## src/rtl/hamming_uart_tx.sv

```systemverilog
// UART transmitter for Hamming(8,4) codewords: a small FIFO buffers accepted words,
// and each word goes out as start, 8 data bits LSB first, optional even parity, then stop bits.
module hamming_uart_tx #(
  parameter int CLKS_PER_BIT = 434,
  parameter int FIFO_DEPTH   = 4,
  parameter int PARITY_EN    = 0,
  parameter int STOP_BITS    = 1
) (
  input  logic                          clk,
  input  logic                          rst,
  input  logic [7:0]                    code_in,
  input  logic                          code_valid,
  output logic                          code_ready,
  output logic                          tx,
  output logic                          tx_busy,
  output logic                          tx_done,
  output logic [$clog2(FIFO_DEPTH):0]   fifo_count
);

  localparam int AW = $clog2(FIFO_DEPTH);
  localparam int CW = AW + 1;
  localparam int BW = $clog2(CLKS_PER_BIT);

  typedef enum logic [2:0] {
    S_IDLE,
    S_START,
    S_DATA,
    S_PARITY,
    S_STOP
  } state_t;

  logic [7:0]    mem_q [FIFO_DEPTH];
  logic [AW-1:0] wr_ptr_q, rd_ptr_q;
  logic [CW-1:0] count_q, count_d;

  state_t        state_q, state_d;
  logic [BW-1:0] baud_q, baud_d;
  logic [2:0]    idx_q, idx_d;
  logic          stop_q, stop_d;
  logic [7:0]    sh_q, sh_d;
  logic          tx_q, tx_d;

  logic push, pop, done, baud_last;

  // Ready depends only on the registered count, never on code_valid.
  assign code_ready = (count_q != CW'(FIFO_DEPTH));
  assign push       = code_valid && code_ready;
  assign baud_last  = (baud_q == BW'(CLKS_PER_BIT - 1));

  always_comb begin
    count_d = count_q;
    case ({push, pop})
      2'b10:   count_d = count_q + CW'(1);
      2'b01:   count_d = count_q - CW'(1);
      default: count_d = count_q;
    endcase
  end

  always_ff @(posedge clk) begin
    if (push) mem_q[wr_ptr_q] <= code_in;
  end

  always_ff @(posedge clk) begin
    if (rst) begin
      wr_ptr_q <= '0;
      rd_ptr_q <= '0;
      count_q  <= '0;
    end else begin
      if (push) wr_ptr_q <= wr_ptr_q + AW'(1);
      if (pop)  rd_ptr_q <= rd_ptr_q + AW'(1);
      count_q <= count_d;
    end
  end

  always_comb begin
    state_d = state_q;
    baud_d  = baud_q;
    idx_d   = idx_q;
    stop_d  = stop_q;
    sh_d    = sh_q;
    pop     = 1'b0;
    done    = 1'b0;
    tx_d    = 1'b1;

    case (state_q)
      S_IDLE: begin
        if (count_q != '0) begin
          pop     = 1'b1;
          sh_d    = mem_q[rd_ptr_q];
          baud_d  = '0;
          state_d = S_START;
        end
      end
      S_START: begin
        if (baud_last) begin
          baud_d  = '0;
          idx_d   = '0;
          state_d = S_DATA;
        end else begin
          baud_d = baud_q + BW'(1);
        end
      end
      S_DATA: begin
        if (baud_last) begin
          baud_d = '0;
          if (idx_q == 3'd7) begin
            stop_d  = 1'b0;
            state_d = (PARITY_EN != 0) ? S_PARITY : S_STOP;
          end else begin
            idx_d = idx_q + 3'd1;
          end
        end else begin
          baud_d = baud_q + BW'(1);
        end
      end
      S_PARITY: begin
        if (baud_last) begin
          baud_d  = '0;
          stop_d  = 1'b0;
          state_d = S_STOP;
        end else begin
          baud_d = baud_q + BW'(1);
        end
      end
      S_STOP: begin
        if (baud_last) begin
          baud_d = '0;
          if (stop_q == 1'(STOP_BITS - 1)) begin
            done    = 1'b1;
            state_d = S_IDLE;
          end else begin
            stop_d = stop_q + 1'b1;
          end
        end else begin
          baud_d = baud_q + BW'(1);
        end
      end
      default: state_d = S_IDLE;
    endcase

    // Line level is registered from the next state so tx changes cleanly at the edge.
    case (state_d)
      S_START:  tx_d = 1'b0;
      S_DATA:   tx_d = sh_d[idx_d];
      S_PARITY: tx_d = ^sh_d;
      default:  tx_d = 1'b1;
    endcase
  end

  always_ff @(posedge clk) begin
    if (rst) begin
      state_q <= S_IDLE;
      baud_q  <= '0;
      idx_q   <= '0;
      stop_q  <= 1'b0;
      sh_q    <= '0;
      tx_q    <= 1'b1;
    end else begin
      state_q <= state_d;
      baud_q  <= baud_d;
      idx_q   <= idx_d;
      stop_q  <= stop_d;
      sh_q    <= sh_d;
      tx_q    <= tx_d;
    end
  end

  assign tx         = tx_q;
  assign tx_busy    = (state_q != S_IDLE);
  assign tx_done    = done;
  assign fifo_count = count_q;

endmodule

```

## config.mk

```make
export PLATFORM = sky130hd
export DESIGN_NAME = hamming_uart_tx
export DESIGN_NICKNAME = d
export VERILOG_FILES = /design/src/rtl/hamming_uart_tx.sv
export SDC_FILE = /design/constraint.sdc
export NUM_CORES = 1
export LEC_CHECK = 0
export CAP_MARGIN = 0
export CORE_MARGIN = 2
export CORE_UTILIZATION = 54
export DETAILED_ROUTE_END_ITERATION = 10
export PLACE_DENSITY = 0.82
export SLEW_MARGIN = 20
export SYNTH_ARGS = -nofsm -noshare
export SYNTH_HDL_FRONTEND = slang
export SYNTH_SLANG_ARGS = --single-unit
export TNS_END_PERCENT = 30
```

## constraint.sdc

```tcl
create_clock -name clk -period 7.2 [get_ports clk]
set_input_delay 1.44 -clock clk [delete_from_list [all_inputs] [get_ports clk]]
set_output_delay 1.44 -clock clk [all_outputs]
set_load 0.1 [all_outputs]
```

==> summary.md <==
| Metric | Value |
|---|---|
| Most used standard cells in the synthesized netlist | `sky130_fd_sc_hd__dfxtp_1, sky130_fd_sc_hd__edfxtp_1, sky130_fd_sc_hd__nor2_1, sky130_fd_sc_hd__a21oi_1` |
| Number of H-tree levels | `3` |
| Worst Hold Class | `reg -> reg` |
| Crit Path Category | `reg -> out` |
| XOR/XNOR Fraction of Synth Area | `~3.5%` |
| Flip-flop and latch area | `1620 sq um` |
| Required time worst endpoint | `5760 ps` |
| Hold Path Depth | `2` |
| TritonRoute pass-1 iters | `4` |
| Share of flip-flops with an asynchronous set or reset | `0%` |
| Max-cap violation count | `0` |
| Core Rows | `27` |
| Most instantiated flip-flop cell in the synthesis netlist | `sky130_fd_sc_hd__dfxtp_1` |
| Synth Area in Adders | `3.96%` |
| Via density | `5.66` |
| Count of distinct cell types in the synthesized netlist | `between 50 and 60` |
| Fraction of post-synthesis cell area in the top cell type by area | `31.7%` |
| Top Ports | `18` |
| Sinks on the clock net | `65` |
| Post-CTS Setup Inserts | `0` |
| Number of failing setup endpoints in the final timing report | `0` |
| Cell breakdown of the critical path | `ha_1 > and4b_1 > nand2_1 > nor4_1 > clkdlybuf4s50_1` |
| Cell type with the highest aggregate area in the netlist | `sky130_fd_sc_hd__edfxtp_1` |
| Worst vdd rail ir drop | `0.261 mV` |
| Terminating pin of the worst hold path | `wr_ptr_q[1]` |
| Total of cells resized after clock tree synthesis | `0` |
| Share of final-layout standard cells stronger than drive strength 1 | `13.0%` |
| Most common cell in the netlist | `sky130_fd_sc_hd__dfxtp_1` |
| Simple-gate portion of the synthesized area | `around 17%` |
| Leading post-synthesis cells by cell area | `sky130_fd_sc_hd__edfxtp_1, sky130_fd_sc_hd__dfxtp_1, sky130_fd_sc_hd__mux4_2` |
| Critical-path cell with the highest stage delay | `sky130_fd_sc_hd__clkdlybuf4s50_1` |
| Chip Width | `79.0 um` |
| Die Footprint | `6240 sq um` |
| Number of global-route vias before repair | `1,906` |
| Proportion of synthesized area in mux cells | `between 10% and 20%` |
| Number of warnings issued by yosys | `0` |
| Reg2Reg Depth | `8` |
| Outcome | `finished clean` |
| Number of nets with antenna violations after routing | `0` |
| Post-synthesis register bit count | `65` |
| Post-layout total power | `roughly 0.0013 W` |
| Maximum fanout along the worst path | `8` |
| Area of the core | `5470 sq um` |
| Net count of the finished layout | `292` |
| Accumulated negative setup slack | `0 ps` |
| DR iter-0 viols | `105` |
| Pin count of the biggest net entering global routing | `32` |
| Delay of the slowest cell on the worst path | `1180 ps` |
| Root Buffer | `sky130_fd_sc_hd__clkbuf_8` |
| Estimated wirelength of the detail-placed design | `~3.4 mm` |
| Proportion of synthesized chip area in sequential cells | `53.4%` |
| Max-slew headroom at the worst pin | `35.1%` |
| Crit start category | `register` |
| Wire length of the first global-routing pass | `8.78 mm` |
| Hold buffers post-CTS | `0` |
| Final hold vios | `0` |
| Number of vias in the routed layout | `1,976` |
| Slew Viols, Final | `0` |
| Total global routing overflow | `0` |
| Critical register-to-register path startpoint | `state_q[0]` |
| Net count of the mapped netlist | `273` |
| Pwr per Cell Area | `between 300 and 400 nW/um^2` |
| Effective utilization at floorplan | `55.5%` |
| Buf+Inv Stages, Crit Path | `1` |
| Crit path max-delay family | `buffers and inverters` |
| Height of the chip | `roughly 79 um` |
| Total GRT Usage | `18.5%` |
| Final Cycle Share | `58.9%` |
| Total inserted antenna cells | `0` |
| Instance count of the mapped netlist | `between 200 and 300` |
| Number of CTS-inserted buffers | `9` |
| Average footprint of a synthesized cell | `12.0 sq um` |
| Fillcell total | `about 440` |
| Combinational family with the most area after synthesis | `simple AND/OR/NAND/NOR gates` |
| DRC Markers | `0` |
| Number of flops mapped to enable cells by yosys | `32` |
| Multi-input combinational cell area | `1320 sq um` |
| Final clock skew | `between 8 and 9 ps` |
| TritonCTS clock tree | `built` |
| Actual slew at the worst max-slew pin | `970 ps` |
| Highest Clock Rate | `236 MHz` |
| Leakage power summed over all cells | `about 1.2 nW` |
| Data arrival, critical path | `2800 ps` |
| Clock period minus final worst setup slack | `4240 ps` |
| Minimum setup slack among reg-to-reg paths | `approximately 4700 ps` |
| Wire length after detailed routing | `5.10 mm` |
| Type of element capturing the critical path | `primary output` |
| Area Growth Syn to Fin | `13.4%` |
| Hold_sp | `wr_ptr_q[1]` |
| WL/cell | `between 10 and 15 um` |
| Compound-Gate Fraction of Synth Area | `8.78%` |
| Clock buffer depth | `2` |
| Final weighted congestion of routability-driven global placement | `0.842` |
| Worst reg2reg endpoint | `fifo_count[2]` |
| Source-to-sink clock delay at the later pin of the worst-skew pair | `340 ps` |
| Clock transition at path regs | `70 ps` |
| Antenna violations before repair | `0` |
| Number of input and output port buffers inserted | `17` |
| Area of the mapped netlist | `3040 sq um` |
| RSZ-0062 raised after global routing | `no` |
==> layout make-up <==
cell class,instances,area share (%)
timing repair buffer,18,5.16
clock buffer,9,3.60
multi-input combinational,169,38.4
inverter,9,0.981
sequential,65,47.1
clock inverter,7,2.14
tap,72,2.62
==> power breakdown <==
part | internal (W) | switching [W] | total [W]
Sequential | 0.000450 | 0.0000432 | 0.000493
Combinational | 0.000224 | 0.000261 | 0.000486
Clock | 0.000163 | 0.000145 | 0.000307
Total | 0.000837 | 0.000449 | 0.00129
==> worst min-delay path, stage by stage (launching register included) <==
cell and delay (ps):
sky130_fd_sc_hd__dfxtp_1 340, sky130_fd_sc_hd__nand2_1 70, sky130_fd_sc_hd__a21oi_1 50
==> sequential cells by signal, indices dropped and copies added, names as in the netlist, named ones only <==
| register | cells |
|---|---|
| mem_q | 32 |
| wr_ptr_q | 2 |
| idx_q | 3 |
| tx | 1 |
| baud_q | 9 |
| sh_q | 8 |
| fifo_count | 3 |
| rd_ptr_q | 2 |
| state_q | 3 |
==> through the flow <==
step / instance area, sq um / util (%) / setup WS [ps] / hold slack (ps) / cells
4_1_cts: 3440 / 62.9 / 2960 / 505 / 349
5_1_grt: 3440 / 62.9 / 2830 / 535 / 349
2_1_floorplan: 3040 / - / 2000 / 462 / 253
6_report: 3440 / 62.9 / 2960 / 507 / 349
3_3_place_gp: 3250 / 59.3 / 3430 / 483 / 333
3_5_place_dp: 3250 / 59.3 / 3350 / 495 / 333
==> cells in the final DEF (no fill, tap or decap), drive strengths merged, types with 9 or more instances in the layout <==
cell           count
inv               13
clkbuf             9
clkdlybuf4s50     17
and3               9
nor2              27
edfxtp            32
nor2b              9
mux2               9
dfxtp             33
a21oi             13
o21ai              9
==> how the worst max path moves through the flow <==
stage                         end  startpoint  slack (ps)  cells after the start
after floorplan           tx_done   baud_q[0]        2000                      4
after global placement    tx_done   baud_q[0]        3430                      5
after detailed placement  tx_done   baud_q[0]        3350                      5
after CTS                 tx_done   baud_q[0]        2960                      5
after global routing      tx_done   baud_q[1]        2830                      6
final                     tx_done   baud_q[0]        2960                      5
==> kinds of logic after synthesis <==
| family | Yosys count |
|---|---|
| and+or+nand+nor | 87 |
| DFF | 65 |
| AOI/OAI and AO/OA | 41 |
| muxes | 20 |
| buffers and inverters | 19 |
| xor gates and xnor gates | 12 |
| adders and majority gates | 9 |
==> layer usage <==
layer / wire, um / vias to the layer above / share of wire [%] / global-route usage [%]
met1: 2310 / 931 / 45 / 23.6
li1: - / 976 / - / -
met5: 0 / - / 0 / 0
met2: 2440 / 57 / 48 / 28.9
met4: 91 / 0 / 1.8 / 7.93
met3: 254 / 12 / 5.0 / 6.25
No activity file was read; power rests on OpenSTA's default activity.
